$ cat src/rtl/muldiv_unit_pkg.sv
// Shared definitions for the iterative multiply/divide unit:
// funct codes, FSM encoding and operation decode helpers.
package muldiv_unit_pkg;

    localparam logic [5:0] MULT  = 6'h18;
    localparam logic [5:0] MULTU = 6'h19;
    localparam logic [5:0] DIV   = 6'h1A;
    localparam logic [5:0] DIVU  = 6'h1B;
    localparam logic [5:0] MTHI  = 6'h11;
    localparam logic [5:0] MTLO  = 6'h13;

    typedef enum logic [1:0] {
        IDLE = 2'd0,
        CALC = 2'd1,
        DONE = 2'd2
    } state_t;

    function automatic logic is_muldiv(input logic [5:0] f);
        return (f == MULT) || (f == MULTU) || (f == DIV) || (f == DIVU);
    endfunction

    function automatic logic is_signed_op(input logic [5:0] f);
        return (f == MULT) || (f == DIV);
    endfunction

    function automatic logic is_div_op(input logic [5:0] f);
        return (f == DIV) || (f == DIVU);
    endfunction

endpackage

$ cat src/rtl/muldiv_unit_cond_neg32.sv
// 32-bit conditional two's-complement negate, used both for operand
// magnitudes and for restoring the sign of the result.
module cond_neg32 (
    input  logic [31:0] a,
    input  logic        neg,
    output logic [31:0] y
);

    assign y = neg ? (~a + 32'd1) : a;

endmodule

$ cat src/rtl/muldiv_unit.sv
// Iterative HI/LO multiply/divide unit: shift-add multiply and restoring
// divide on operand magnitudes, one iteration per clock, sign fixed at the end.
//
//   state | meaning
//   IDLE  | waiting for a start; mthi/mtlo writes accepted
//   CALC  | iterating; busy high, new starts ignored
//   DONE  | one-cycle result pulse; a new start may be accepted
module muldiv_unit
    import muldiv_unit_pkg::*;
#(
    parameter int CYCLES = 32
) (
    input  logic        clk,
    input  logic        rst,
    input  logic        start,
    input  logic [5:0]  funct,
    input  logic [31:0] x,
    input  logic [31:0] y,
    output logic        busy,
    output logic        done,
    output logic [31:0] hi,
    output logic [31:0] lo
);

    localparam logic [4:0] LAST = 5'(CYCLES - 1);

    state_t      state;
    logic [63:0] acc;
    logic [31:0] mq;
    logic [31:0] opd;
    logic [4:0]  cnt;
    logic        op_div;
    logic        neg_q;
    logic        neg_r;
    logic        dz;

    logic        sx_in;
    logic        sy_in;
    logic [31:0] x_abs;
    logic [31:0] y_abs;

    logic [32:0] mul_sum;
    logic [32:0] rem_sh;
    logic [33:0] rem_diff;
    logic        q_bit;
    logic [63:0] acc_nxt;
    logic [31:0] mq_nxt;
    logic [31:0] res_lo_m;
    logic [31:0] res_hi_m;
    logic [31:0] lo_fix;
    logic [31:0] hi_neg;
    logic [31:0] hi_fix;

    assign sx_in = is_signed_op(funct) & x[31];
    assign sy_in = is_signed_op(funct) & y[31];

    cond_neg32 u_abs_x (.a(x), .neg(sx_in), .y(x_abs));
    cond_neg32 u_abs_y (.a(y), .neg(sy_in), .y(y_abs));

    // Multiply: acc[63:32] accumulates, product bits shift into acc[31:0].
    // Divide: acc[63:32] is the partial remainder, mq shifts dividend out / quotient in.
    always_comb begin
        mul_sum  = {1'b0, acc[63:32]} + (mq[0] ? {1'b0, opd} : 33'd0);
        rem_sh   = {acc[63:32], mq[31]};
        rem_diff = {1'b0, rem_sh} - {2'b00, opd};
        q_bit    = ~rem_diff[33];
        if (op_div) begin
            acc_nxt = {(q_bit ? rem_diff[31:0] : rem_sh[31:0]), 32'd0};
            mq_nxt  = {mq[30:0], q_bit};
        end else begin
            acc_nxt = {mul_sum, acc[31:1]};
            mq_nxt  = {1'b0, mq[31:1]};
        end
        res_lo_m = op_div ? mq_nxt : acc_nxt[31:0];
        res_hi_m = acc_nxt[63:32];
    end

    cond_neg32 u_fix_lo (.a(res_lo_m), .neg(neg_q), .y(lo_fix));
    cond_neg32 u_fix_hi (.a(res_hi_m), .neg(neg_r), .y(hi_neg));

    // A 64-bit product negate borrows out of the high word unless the low word is zero.
    assign hi_fix = (!op_div && neg_r && (res_lo_m != 32'd0)) ? (hi_neg - 32'd1) : hi_neg;

    always_ff @(posedge clk) begin
        if (rst) begin
            state  <= IDLE;
            hi     <= 32'd0;
            lo     <= 32'd0;
            busy   <= 1'b0;
            done   <= 1'b0;
            cnt    <= 5'd0;
            acc    <= 64'd0;
            mq     <= 32'd0;
            opd    <= 32'd0;
            op_div <= 1'b0;
            neg_q  <= 1'b0;
            neg_r  <= 1'b0;
            dz     <= 1'b0;
        end else begin
            case (state)
                CALC: begin
                    acc <= acc_nxt;
                    mq  <= mq_nxt;
                    cnt <= cnt + 5'd1;
                    if (cnt == LAST) begin
                        state <= DONE;
                        busy  <= 1'b0;
                        done  <= 1'b1;
                        hi    <= hi_fix;
                        lo    <= dz ? 32'hFFFF_FFFF : lo_fix;
                    end
                end
                default: begin
                    state <= IDLE;
                    done  <= 1'b0;
                    if (start) begin
                        if (is_muldiv(funct)) begin
                            state  <= CALC;
                            busy   <= 1'b1;
                            cnt    <= 5'd0;
                            acc    <= 64'd0;
                            mq     <= x_abs;
                            opd    <= y_abs;
                            op_div <= is_div_op(funct);
                            neg_q  <= sx_in ^ sy_in;
                            neg_r  <= is_div_op(funct) ? sx_in : (sx_in ^ sy_in);
                            dz     <= is_div_op(funct) && (y == 32'd0);
                        end else if (funct == MTHI) begin
                            hi <= x;
                        end else if (funct == MTLO) begin
                            lo <= x;
                        end
                    end
                end
            endcase
        end
    end

endmodule

$ cat config.mk
export PLATFORM = sky130hd
export DESIGN_NAME = muldiv_unit
export DESIGN_NICKNAME = d
export VERILOG_FILES = /design/src/rtl/muldiv_unit_pkg.sv /design/src/rtl/muldiv_unit_cond_neg32.sv /design/src/rtl/muldiv_unit.sv
export SDC_FILE = /design/constraint.sdc
export NUM_CORES = 1
export LEC_CHECK = 0
export BUFFER_PORTS_ARGS = -buffer_cell sky130_fd_sc_hd__buf_4
export CORE_MARGIN = 8
export CORE_UTILIZATION = 35
export DETAILED_ROUTE_END_ITERATION = 6
export PLACE_DENSITY = 0.5
export RECOVER_POWER = 100
export SETUP_SLACK_MARGIN = 0.1
export SYNTH_ARGS = -nofsm -noshare
export SYNTH_HDL_FRONTEND = slang
export SYNTH_HIERARCHICAL = 1
export SYNTH_SLANG_ARGS = --single-unit
$ cat constraint.sdc
create_clock -name clk -period 6.77 [get_ports clk]
set_clock_uncertainty 0.15 [all_clocks]
set_input_delay 0.3385 -clock clk [delete_from_list [all_inputs] [get_ports clk]]
set_output_delay 0.3385 -clock clk [all_outputs]
set_load 0.05 [all_outputs]
==> summary.md <==
| Metric | Value |
|---|---|
| Syn_area_per_cell | `roughly 7.9 um^2` |
| CP cell instances | `ha_1 -> a21oi_2 -> o21ai_0 -> a31oi_1 -> o221ai_2 -> o21ba_2 -> o21a_1 -> mux2i_1 -> mux2_2 -> inv_1 -> ha_1 -> nand2b_1 -> o41ai_1 -> xnor2_1 -> or4_4 -> or3_4 -> or3_4 -> nand2b_4 -> or3_1 -> nor3_2 -> xnor2_1 -> a211o_1 -> a21oi_1` |
| Distinct cells, synth | `slightly below 80` |
| Syn Std Cell Area | `16500 um^2` |
| Max_cap viols | `4` |
| Leak | `7.40 nW` |
| Tcrit/Tclk final | `0.946` |
| FILL cells | `4884` |
| IO buf count | `138` |
| # DRC | `0` |
| Yosys reg bits | `204` |
| VDD IR max | `158 uV` |
| Critical path capture point type | `flip-flop` |
| Critical Path RT | `7.12 ns` |
| Worst Hold Class | `input pin to flip-flop` |
| Min Tclk post-route | `6.41 ns` |
| Finished Cell Area | `19100 um^2` |
| Worst-path fanout max | `7` |
| Area of the die | `54300 um^2` |
| Final nets | `2341` |
| Critical-path top delay cell | `or4_4` |
| Dpl cell area | `18200 um^2` |
| Share of the synthesized area in the top cell type | `0.248` |
| CP Launch Type | `flip-flop` |
| Max incr delay on CP | `0.57 ns` |
| Share of cells above drive strength 1 | `0.125` |
| Gr usage total | `0.226` |
| Utilization after layout | `0.411` |
| Final setup violation count | `0` |
| Worst-margin pin slew | `3.48 ns` |
| Vias/cell | `roughly 6.0` |
| Yosys warns | `6` |
| P&R area growth vs syn | `15.9%` |
| # IOs | `between 100 and 150` |
| Routability Congestion | `about 0.97` |
| Syn Inst Count | `2084` |
| Worst hold path depth | `4` |
| Dpl hpwl | `between 40000 and 50000 um` |
| Routed Antenna Nets | `0` |
| Reg area | `4090 um^2` |
| Core ar. | `between 40000 and 50000 um^2` |
| Multi-input gate area in the final layout | `11700 um^2` |
| Root Buffer Master | `clkbuf_16` |
| CTS H-tree depth | `1` |
| Clock sink count | `about 200` |
| Inserted Clock Buffers | `27` |
| Routed WL per cell | `approximately 23 um` |
| Pwr Total | `around 3.2 mW` |
| Most common cell in the netlist | `nand2_1` |
| Gr ovfl total | `0` |
| Setup_tns | `0 ns` |
| Clock Latency Late Sink | `~0.6 ns` |
| Row count | `79` |
| Starting density of the core | `0.355` |
| Die height | `233 um` |
| First-pass GRT wire length | `97100 um` |
| Syn_nets | `2230` |
| Synth area leaders | `dfxtp_1 25%, xnor2_1 9.0%, nand2_1 6.7%, ha_1 5.4%, a21oi_1 5.0%` |
| Die width | `233 um` |
| Largest net degree at the start of global routing | `80` |
| Initial DRC Count | `1674` |
| DR pass1 iterations | `5` |
| Setup Crit Path Kind | `flip-flop to flip-flop` |
| Number of synthesized flops with an enable pin | `0` |
| Clock Path Buffers | `3` |
| Top_reg_cell synth | `dfxtp_1` |
| Most instantiated cells after synthesis | `292 x nand2_1, 204 x dfxtp_1, 170 x xnor2_1` |
| Detailed Route WL | `63800 um` |
| Number of global-route vias before repair | `around 16000` |
| Final Max Tran Viols | `221` |
| Failing checks | `max-capacitance violations, max-slew violations` |
| Final Hold Viols | `0` |
| Critical path data arrival time | `6.75 ns` |
| Status | `finished, violations left` |
| Clock slew at reported path FFs | `0.06 ns` |
| Sequential area share after synthesis | `0.248` |
| Vias | `about 17000` |
| Synth area leader | `dfxtp_1` |
| Initial antenna violation count | `2` |
| RSZ-0062 raised after global routing | `true` |
| FMAX | `156 MHz` |
| R2R cell count | `23` |
| Max-slew headroom | `-1.32` |
| CTS tree | `built` |
| Synth async-reset ratio | `0` |
| PwrDens | `~170 nW/um^2` |
per-stage QoR:
stage,hold WS (ns),cells,worst slack [ns]
3_3_place_gp,0.291,2750,0.448
3_5_place_dp,0.299,2750,0.359
2_1_floorplan,0.277,2084,0.690
4_1_cts,0.00242,2816,0.296
5_1_grt,0.0302,2821,0.0104
6_report,0.0156,2822,0.364
cells in the final DEF (no fill, tap or decap), types with 20 or more instances in the layout:
cell,count
a21o_1,20
a21oi_1,163
a221oi_1,58
a22o_1,57
a31oi_1,25
and2_1,43
buf_4,117
clkbuf_1,72
clkbuf_16,27
dfxtp_1,202
ha_1,71
inv_1,63
mux2_2,33
mux2i_1,44
nand2_1,292
nand2b_1,30
nand3_1,37
nand4_1,25
nor2_1,95
nor3_1,41
nor4_1,30
o21ai_0,108
o221ai_1,36
o31ai_1,35
o41ai_1,21
xnor2_1,170
xor2_1,22
sequential cells by signal (all words and copies together), names as in the netlist, 2 cells and up:
register,count
acc,63
cnt,5
hi,32
lo,32
mq,32
opd,32
state,2
worst paths after layout:
kind            from  endpoint  slack (ns)
min            y[19]   opd[19]        0.02
max reg2reg  acc[43]    hi[18]        0.36
min reg2reg   lo[18]    lo[18]        0.30
max          acc[43]    hi[18]        0.36
layout make-up:
class                   count  area share
clock buffers              40      0.0432
repair buffers            207      0.0699
well taps                 607      0.0398
flip-flops and latches    204       0.214
clock inverters             8     0.00577
inverters                  63      0.0124
multi-input cells        1692       0.615
diodes                      1    0.000131
power breakdown:
group	switching, mW	leakage [nW]	internal, mW
Clock	0.620	0.458	0.916
Sequential	0.0182	1.65	1.21
Combinational	0.280	5.29	0.157
layer usage:
layer  share of wire  GRT usage  wire (um)  vias to the layer above
met2            0.41      0.329      26300                      605
met1            0.50      0.343      31800                     8163
met4           0.018     0.0485       1150                        4
met5         0.00042          0         27                        -
met3           0.072     0.0341       4580                       75
li1                -          -          -                     7957
timing repair:
item	4_1_cts	5_1_grt
buffers inserted	0	5
hold buffers	18	0
gates resized for setup	0	15
endpoints found under the setup margin	0	16
endpoints found under the hold margin	19	0
kinds of logic after synthesis:
| kind of cell | share of synthesized area |
|---|---|
| DFF | 0.248 |
| buffers and inverters | 0.0438 |
| xor gates and xnor gates | 0.102 |
| and+or+nand+nor | 0.229 |
| adders and majority gates | 0.0564 |
| AOI/OAI and AO/OA | 0.272 |
| muxes | 0.0493 |
worst max-delay path, delay by kind of cell, from the launching register on:
| family | cells | cell delay (ns) |
|---|---|---|
| compound gates | 9 | 2.26 |
| buf+inv | 1 | 0.08 |
| fa+ha+maj | 2 | 0.60 |
| flops | 1 | 0.36 |
| xor+xnor | 2 | 0.29 |
| simple gates | 7 | 2.12 |
| mux | 2 | 0.46 |
Power figures use the tool's default switching activity.
